===== src/rtl/mbinit_repair_seq.sv =====
// MBINIT repair step sequencer: init/result/done sideband exchanges with the partner,
// result checking against the expected track mask, bounded retries and response timeouts.
`timescale 1ns/1ps
module mbinit_repair_seq #(
    parameter int          RESULT_W       = 3,
    parameter int          MAX_RETRY      = 2,
    parameter logic [15:0] TIMEOUT_CYCLES = 16'd8000
) (
    input  logic                CLK,
    input  logic                rst_n,
    input  logic                i_enable,
    input  logic                i_track_done,
    input  logic [3:0]          i_Rx_SbMessage,
    input  logic                i_msg_valid,
    input  logic                i_Busy_SideBand,
    input  logic                i_falling_edge_busy,
    input  logic                i_ValidOutDatat_ModulePartner,
    input  logic [RESULT_W-1:0] i_result_logged,
    input  logic [RESULT_W-1:0] i_expected_mask,
    output logic [3:0]          o_TX_SbMessage,
    output logic                o_ValidOutDatat_Module,
    output logic                o_Pattern_En,
    output logic                o_Module_end,
    output logic                o_train_error_req,
    output logic                o_timeout,
    output logic [2:0]          o_retry_count
);
    localparam logic [3:0] MSG_INIT_REQ    = 4'd1;
    localparam logic [3:0] MSG_INIT_RESP   = 4'd2;
    localparam logic [3:0] MSG_RESULT_REQ  = 4'd3;
    localparam logic [3:0] MSG_RESULT_RESP = 4'd4;
    localparam logic [3:0] MSG_DONE_REQ    = 4'd5;
    localparam logic [3:0] MSG_DONE_RESP   = 4'd6;
    localparam logic [2:0] MAX_RETRY_C     = 3'(MAX_RETRY);

    typedef enum logic [3:0] {
        IDLE,
        INIT_REQ,
        WAIT_RESP,
        PATTERN,
        CHK_BUSY_RES,
        RESULT_REQ,
        CHECK_RESULT,
        CHK_BUSY_DONE,
        DONE_REQ,
        DONE,
        ERROR
    } state_t;

    state_t      state_reg;
    state_t      state_next;
    logic [15:0] timer_reg;
    logic [15:0] timer_next;
    logic [2:0]  retry_next;
    logic        timeout_next;
    logic [3:0]  tx_msg_next;
    logic        sb_free;
    logic        timer_expired;
    logic        result_pass;

    always_comb begin
        sb_free       = ~i_Busy_SideBand & ~i_ValidOutDatat_ModulePartner;
        timer_expired = (timer_reg + 16'd1) == TIMEOUT_CYCLES;
        result_pass   = (i_result_logged & i_expected_mask) == i_expected_mask;
        state_next    = state_reg;
        retry_next    = o_retry_count;
        timeout_next  = o_timeout;

        if (!i_enable) begin
            state_next   = IDLE;
            retry_next   = 3'd0;
            timeout_next = 1'b0;
        end else begin
            case (state_reg)
                IDLE: begin
                    if (sb_free) state_next = INIT_REQ;
                end
                INIT_REQ, RESULT_REQ, DONE_REQ: begin
                    if (i_falling_edge_busy) state_next = WAIT_RESP;
                end
                WAIT_RESP: begin
                    // A valid response wins over a timeout landing in the same cycle.
                    if (i_msg_valid && i_Rx_SbMessage == MSG_INIT_RESP) begin
                        state_next = PATTERN;
                    end else if (i_msg_valid && i_Rx_SbMessage == MSG_RESULT_RESP) begin
                        state_next = CHECK_RESULT;
                    end else if (i_msg_valid && i_Rx_SbMessage == MSG_DONE_RESP) begin
                        state_next = DONE;
                    end else if (timer_expired) begin
                        state_next   = ERROR;
                        timeout_next = 1'b1;
                    end
                end
                PATTERN: begin
                    if (i_track_done) begin
                        state_next = CHK_BUSY_RES;
                    end else if (timer_expired) begin
                        state_next   = ERROR;
                        timeout_next = 1'b1;
                    end
                end
                CHK_BUSY_RES: begin
                    if (sb_free) state_next = RESULT_REQ;
                end
                CHECK_RESULT: begin
                    // A retry re-arms through IDLE but keeps the retry count.
                    if (result_pass) begin
                        state_next = CHK_BUSY_DONE;
                    end else if (o_retry_count < MAX_RETRY_C) begin
                        state_next = IDLE;
                        retry_next = o_retry_count + 3'd1;
                    end else begin
                        state_next = ERROR;
                    end
                end
                CHK_BUSY_DONE: begin
                    if (sb_free) state_next = DONE_REQ;
                end
                DONE, ERROR: begin
                    state_next = state_reg;
                end
                default: begin
                    state_next   = IDLE;
                    retry_next   = 3'd0;
                    timeout_next = 1'b0;
                end
            endcase
        end

        if ((state_reg == WAIT_RESP || state_reg == PATTERN) && state_next == state_reg) begin
            timer_next = timer_reg + 16'd1;
        end else begin
            timer_next = 16'd0;
        end

        case (state_next)
            INIT_REQ:   tx_msg_next = MSG_INIT_REQ;
            RESULT_REQ: tx_msg_next = MSG_RESULT_REQ;
            DONE_REQ:   tx_msg_next = MSG_DONE_REQ;
            default:    tx_msg_next = 4'h0;
        endcase
    end

    always_ff @(posedge CLK or negedge rst_n) begin
        if (!rst_n) begin
            state_reg              <= IDLE;
            timer_reg              <= 16'd0;
            o_retry_count          <= 3'd0;
            o_timeout              <= 1'b0;
            o_TX_SbMessage         <= 4'h0;
            o_ValidOutDatat_Module <= 1'b0;
            o_Pattern_En           <= 1'b0;
            o_Module_end           <= 1'b0;
            o_train_error_req      <= 1'b0;
        end else begin
            state_reg              <= state_next;
            timer_reg              <= timer_next;
            o_retry_count          <= retry_next;
            o_timeout              <= timeout_next;
            o_TX_SbMessage         <= tx_msg_next;
            o_ValidOutDatat_Module <= (state_next == INIT_REQ) || (state_next == RESULT_REQ) ||
                                      (state_next == DONE_REQ);
            o_Pattern_En           <= (state_next == PATTERN);
            o_Module_end           <= (state_next == DONE);
            o_train_error_req      <= (state_next == ERROR);
        end
    end
endmodule

===== config.mk =====
export PLATFORM = sky130hd
export DESIGN_NAME = mbinit_repair_seq
export DESIGN_NICKNAME = d
export VERILOG_FILES = /design/src/rtl/mbinit_repair_seq.sv
export SDC_FILE = /design/constraint.sdc
export NUM_CORES = 1
export LEC_CHECK = 0
export BUFFER_PORTS_ARGS = -buffer_cell sky130_fd_sc_hd__clkbuf_2
export CORE_UTILIZATION = 56
export DETAILED_ROUTE_END_ITERATION = 16
export PLACE_DENSITY_LB_ADDON = 0.1
export SLEW_MARGIN = 0
export SYNTH_ARGS = -nofsm -noshare
export SYNTH_HDL_FRONTEND = slang
export SYNTH_SLANG_ARGS = --single-unit

===== constraint.sdc =====
create_clock -name CLK -period 3.2 [get_ports CLK]
set_input_delay 0.32 -clock CLK [delete_from_list [all_inputs] [get_ports CLK]]
set_output_delay 0.32 -clock CLK [all_outputs]
set_load 0.01 [all_outputs]

After elaboration in Yosys (flattened, before gate mapping)
Index checks and enable logic that the tools add are counted.
Word-level totals
  flip-flop bits (word level): 32
  input port bits: 18
Cells by class
  add/subtract/negate cells: 2
  $lt $le $gt $ge: 1
  equal/unequal tests: 30
  mux-type cells: 26
  bitwise logic cells: 4
  reduce and logical (&&, ||, !) cells: 14
Operators with widths (count)
  $mux 4: 12
  $pmux 4 s8: 1
  $eq 4x3->1 const B: 7
  $eq 4x4->1 const B: 6
  $ne 3x3->1 const B: 6
  $add 16x1->16 const B: 1
  $eq 16x13->1 const B: 1
  $eq 4x2->1 const B: 4
  $mux 16: 1
  $reduce_or 10->1: 1
  $mux 3: 3
  $pmux 3 s3: 1
  $reduce_or 9->1: 1
  $eq 4x1->1 const B: 2
  $mux 1: 6
  $pmux 3 s2: 1
  $reduce_and 5->1: 1
  $eq 4x4->1: 1
  $logic_and 1x1->1: 4
  $logic_not 4->1: 1
  $ne 2x2->1 const B: 2
  $add 3x1->3 const B: 1
  $and 3x3->3: 1
  $eq 3x3->1: 1
  other kinds (8): 11

Longest topological paths before layout
  depth after elaboration: 11
  gate-level depth with buffers: 10
  depth with buffers taken out: 8

Least setup slack after synthesis
No wires, ideal clock.
  path type: register to register
  start point: register timer_reg[2]
  end point: register timer_reg[11]
  library setup time: 0.135 ns
  data arrival time: 2.231 ns
  data required time: 3.065 ns
  setup slack: 0.835 ns
  cell stages (with the launch flop): 10
  buffers on the path: 2
  clock period less this slack: 2.365 ns
  cell sequence: dfrtp_1 > buf_2 > and3_4 > and3_4 > mux2_4 > nor4_4 > a21oi_1 > o311ai_4 > buf_6 > nor3_1
Between the ends
  word-level cells in the longest chain between the ends: 11
  elaborated cells between the ends (all ways): 12
  those cells by class: 1 x add/sub; 2 x eq/ne; 8 x mux; 1 x reduce/logical
Ends and longest elaborated chain
  start: declaration: line 52  | logic [15:0] timer_reg;
  start signal: assignment: line 157  | timer_reg <= timer_next;
  $add 16x1->16 (*): line 63, 131
  $eq 16x13->1: line 63  | timer_expired = (timer_reg + 16'd1) == TIMEOUT_CYCLES;
  $mux 4: line 89, 97
  $mux 4: line 87  | end else if (i_msg_valid && i_Rx_SbMessage == MSG_DONE_RESP) begin
  $mux 4: line 85  | end else if (i_msg_valid && i_Rx_SbMessage == MSG_RESULT_RESP) begin
  $mux 4: line 83  | if (i_msg_valid && i_Rx_SbMessage == MSG_INIT_RESP) begin
  $pmux 4 s8: line 74  | case (state_reg)
  $mux 4: line 69  | if (!i_enable) begin
  $eq 4x4->1: line 130  | if ((state_reg == WAIT_RESP || state_reg == PATTERN) && state_next == state_reg) begin
  $logic_and 1x1->1: line 130
  $mux 16 (*): line 130
  via timer_next[11]: line 53  | logic [15:0] timer_next;
The timed path passes the listed nets; every way through them passes the cells marked *.
A chain may end at the register's enable or synchronous reset.

Worst setup path in the final report
  start point: register timer_reg[2]
  end point: register timer_reg[4]
Same word-level chain as after synthesis.

==> impl_metrics.ini <==
[detailed_routing]
antenna_left = 0
dr_total_vias = 1644
drt_pre_antenna_iters = 4
routed_wl_um = 4260
drc_errors = 0
via_per_inst = 5.96
routed_length_per_placed_instance_um = 15.4
initialDrtViolationCount = 85

[global_routing]
via_count_of_the_first_global_routing_pass = 1474
grt.overflow.total = 0
antenna_found_initial = 0
grt_util_all_layers_pct = 26.7
wire_length_of_the_first_global_routing_pass_um = 7090
grt_max_degree = 32

[logic_synthesis]
yosys-mux-area-fraction_pct = 1.31
synth-seq-cells = 31
synth_top_family_by_area = simple AND/OR/NAND/NOR gates
synth_area_um2 = 1910
post_synth_xor_area_fraction_pct = 7.80
synth_async_sr_flop_share_pct = 100
yosys_most_used_dff = sky130_fd_sc_hd__dfrtp_1
post_synth_fa_ha_maj_area_fraction_pct = 1.31
list_of_most_frequent_post_synthesis_cells = sky130_fd_sc_hd__dfrtp_1 (31), sky130_fd_sc_hd__nor3_1 (18), sky130_fd_sc_hd__nand2_1 (17)
synth.largest_area_cell = sky130_fd_sc_hd__dfrtp_1
synth_compound_area_share_pct = 13.7
post-synth-top-count-cell = sky130_fd_sc_hd__dfrtp_1
synthSimpleGateAreaFrac_pct = 29.9
synth-edff-count = 0
syn-instance-count = 204
synth_top_area_share_pct = 40.6
synth_cell_types = 54
ys_warn_count = 0
syn_nets = 224
ys_seq_area_share_pct = 40.6
syn_avg_cell_area_um2 = 9.36
synth_top_cells_by_area = sky130_fd_sc_hd__dfrtp_1 (41%), sky130_fd_sc_hd__nor3_1 (4.7%), sky130_fd_sc_hd__xor2_1 (4.1%)

[sta]
timing_worst_slew_pin_value_ns = 0.751
peak_freq_ghz = 0.350
final_hold_viol_count = 0
timing_max_transition_violations_final = 0
fin_crit_sh_pct = 89.3
final-setup-viol-count = 0
grt_setup_unrepaired = false
max_slew_headroom_at_the_worst_pin_pct = 49.9
timing.setup.tns_ns = 0
time_the_worst_path_needs_with_i_o_delays_and_setup_ns = 2.86
worst_clock_skew_ns = 0.0112

[run]
max-cap-violations = 0

[cells_and_area]
drive_above_1_share_pct = 21.6
largest_register_ff_count = 16
fin_area_um2 = 2140
fin_nets = 251
antenna_cells = 0
synthToLayoutAreaGrowth_pct = 11.9

[cts]
cts.hold.buffers_added = 0
ctsLongestPathBuffers = 2
cts_buffers = 5
clk_latency_worst_skew_pair_ns = 0.33
cts_root_buf = sky130_fd_sc_hd__clkbuf_4
clock_h_tree_levels = 2
post_cts_resize_count = 0
tritoncts = built
worst_setup_hold_path_clk_slew_ns = 0.10
clkSinkCount = 31
post-cts-setup-buffers = 0

[setup_path]
worstPathArrival_ns = 3.04
cp.required_ns = 3.38
setup.worst_path.end_class = flip-flop
r2r-end = timer_reg[4]
startpoint_type = flip-flop
timing.reg2reg.worst_path_depth = 7
startpoint = timer_reg[2]
timing.reg2reg.setup_slack_ns = 0.34
setup.worst_path.class = reg2reg
worst-path-max-fanout = 16
reg2reg_from = timer_reg[2]

[min_path]
min_path_type = in2async

[pwr]
power.switching_fraction_pct = 24.9
power_report.internal_total_mw = 0.547
proportion_of_power_drawn_by_flip_flops_and_latches_pct = 54.6
comb_power_share_pct = 9.8
p_per_area_nw_per_um2 = 341
cellLeakagePower_nw = 0.898
worst_ir_drop_vdd_uv = 263
switching_power_mw = 0.181
power_mw = 0.728
p_clk_share_pct = 35.6

[place]
detailedPlacementHpwl_um = 3140
dpl_cell_area_um2 = 2060
port_buffers = 28
place.gp.congestion = 0.932

[floorplan]
number_of_rows_in_the_core_area = 20
num_io_pins = 30
placeableCoreArea_um2 = 3150
dieArea_um2 = 3650
die-height_um = 60.4
floorplan.initialDensity_pct = 60.6
die_w_um = 60.4

[run_status]
run_status = complete, no violations
worst max-delay path by stage:
stage / end / slack (ns)
floorplan: timer_reg[11] / 0.83
global placement: timer_reg[15] / 0.52
detailed placement: timer_reg[10] / 0.45
CTS: timer_reg[4] / 0.36
global route: timer_reg[9] / 0.18
finish: timer_reg[4] / 0.34
kinds of logic (layout without fill, tap and decap cells):
logic type	Yosys count	after routing
buf+inv	21	49
compound gates	33	33
flops	31	31
mux	2	2
fa+ha+maj	2	2
xor+xnor	17	17
simple gates	97	97
other cells	1	1
area by class of cell:
class | count | area (µm²)
multi-input combinational | 152 | 1040
fill | 271 | 1020
sequential | 31 | 776
timing repair buffer | 30 | 155
clock buffer | 7 | 65.1
tap | 44 | 55.1
inverter | 11 | 41.3
clock inverter | 1 | 7.51
worst max-delay path, cell delays in order, from the launching register on:
cell	delay, ns
sky130_fd_sc_hd__dfrtp_1	0.52
sky130_fd_sc_hd__nand4_1	0.15
sky130_fd_sc_hd__nor4_1	0.37
sky130_fd_sc_hd__xor2_1	0.18
sky130_fd_sc_hd__nor4b_2	0.50
sky130_fd_sc_hd__a21oi_1	0.20
sky130_fd_sc_hd__o311ai_4	0.64
sky130_fd_sc_hd__nor3_1	0.14
power by group through the flow:
stage / Combinational [mW] / Sequential (mW) / Clock, mW
floorplan: 0.0421 / 0.404 / 0
global route: 0.0790 / 0.398 / 0.286
CTS: 0.0710 / 0.397 / 0.267
global placement: 0.0693 / 0.405 / 0
finish: 0.0713 / 0.397 / 0.259
detailed placement: 0.0709 / 0.405 / 0
stage by stage:
| step | instances | hold slack (ns) | util, % | setup slack (ns) |
|---|---|---|---|---|
| 5_1_grt | 276 | 0.0915 | 67.7 | 0.185 |
| 6_report | 276 | 0.0400 | 67.7 | 0.341 |
| 3_3_place_gp | 268 | 0.422 | 65.4 | 0.516 |
| 2_1_floorplan | 204 | 0.0244 | - | 0.835 |
| 4_1_cts | 276 | 0.0538 | 67.7 | 0.358 |
| 3_5_place_dp | 268 | 0.420 | 65.4 | 0.453 |
cell usage in the layout (no fill, tap or decap), types with 2 or more instances in the layout:
cell type	n
sky130_fd_sc_hd__dfrtp_1	31
sky130_fd_sc_hd__clkbuf_2	28
sky130_fd_sc_hd__nor3_1	18
sky130_fd_sc_hd__nand2_1	17
sky130_fd_sc_hd__inv_1	11
sky130_fd_sc_hd__nor2_1	11
sky130_fd_sc_hd__nand4_1	10
sky130_fd_sc_hd__xor2_1	9
sky130_fd_sc_hd__xnor2_1	8
sky130_fd_sc_hd__nand3_1	7
sky130_fd_sc_hd__nand2b_1	5
sky130_fd_sc_hd__a21oi_1	5
sky130_fd_sc_hd__nor2b_1	5
sky130_fd_sc_hd__a31oi_1	5
sky130_fd_sc_hd__clkbuf_4	5
sky130_fd_sc_hd__nor4_1	4
sky130_fd_sc_hd__o21ai_0	3
sky130_fd_sc_hd__o211ai_1	3
sky130_fd_sc_hd__and3_4	3
sky130_fd_sc_hd__and4_1	3
sky130_fd_sc_hd__nor3b_1	3
sky130_fd_sc_hd__nand3b_1	2
sky130_fd_sc_hd__a211oi_1	2
sky130_fd_sc_hd__ha_1	2
sky130_fd_sc_hd__clkbuf_8	2
sky130_fd_sc_hd__buf_4	2
layer usage:
layer	track usage, %	part of all wire [%]	vias up
met5	0	0	-
met2	38.8	46	64
met1	38.7	47	772
li1	-	-	800
met3	5.54	5.9	8
met4	11.3	1.3	0
Power figures use the tool's default switching activity.
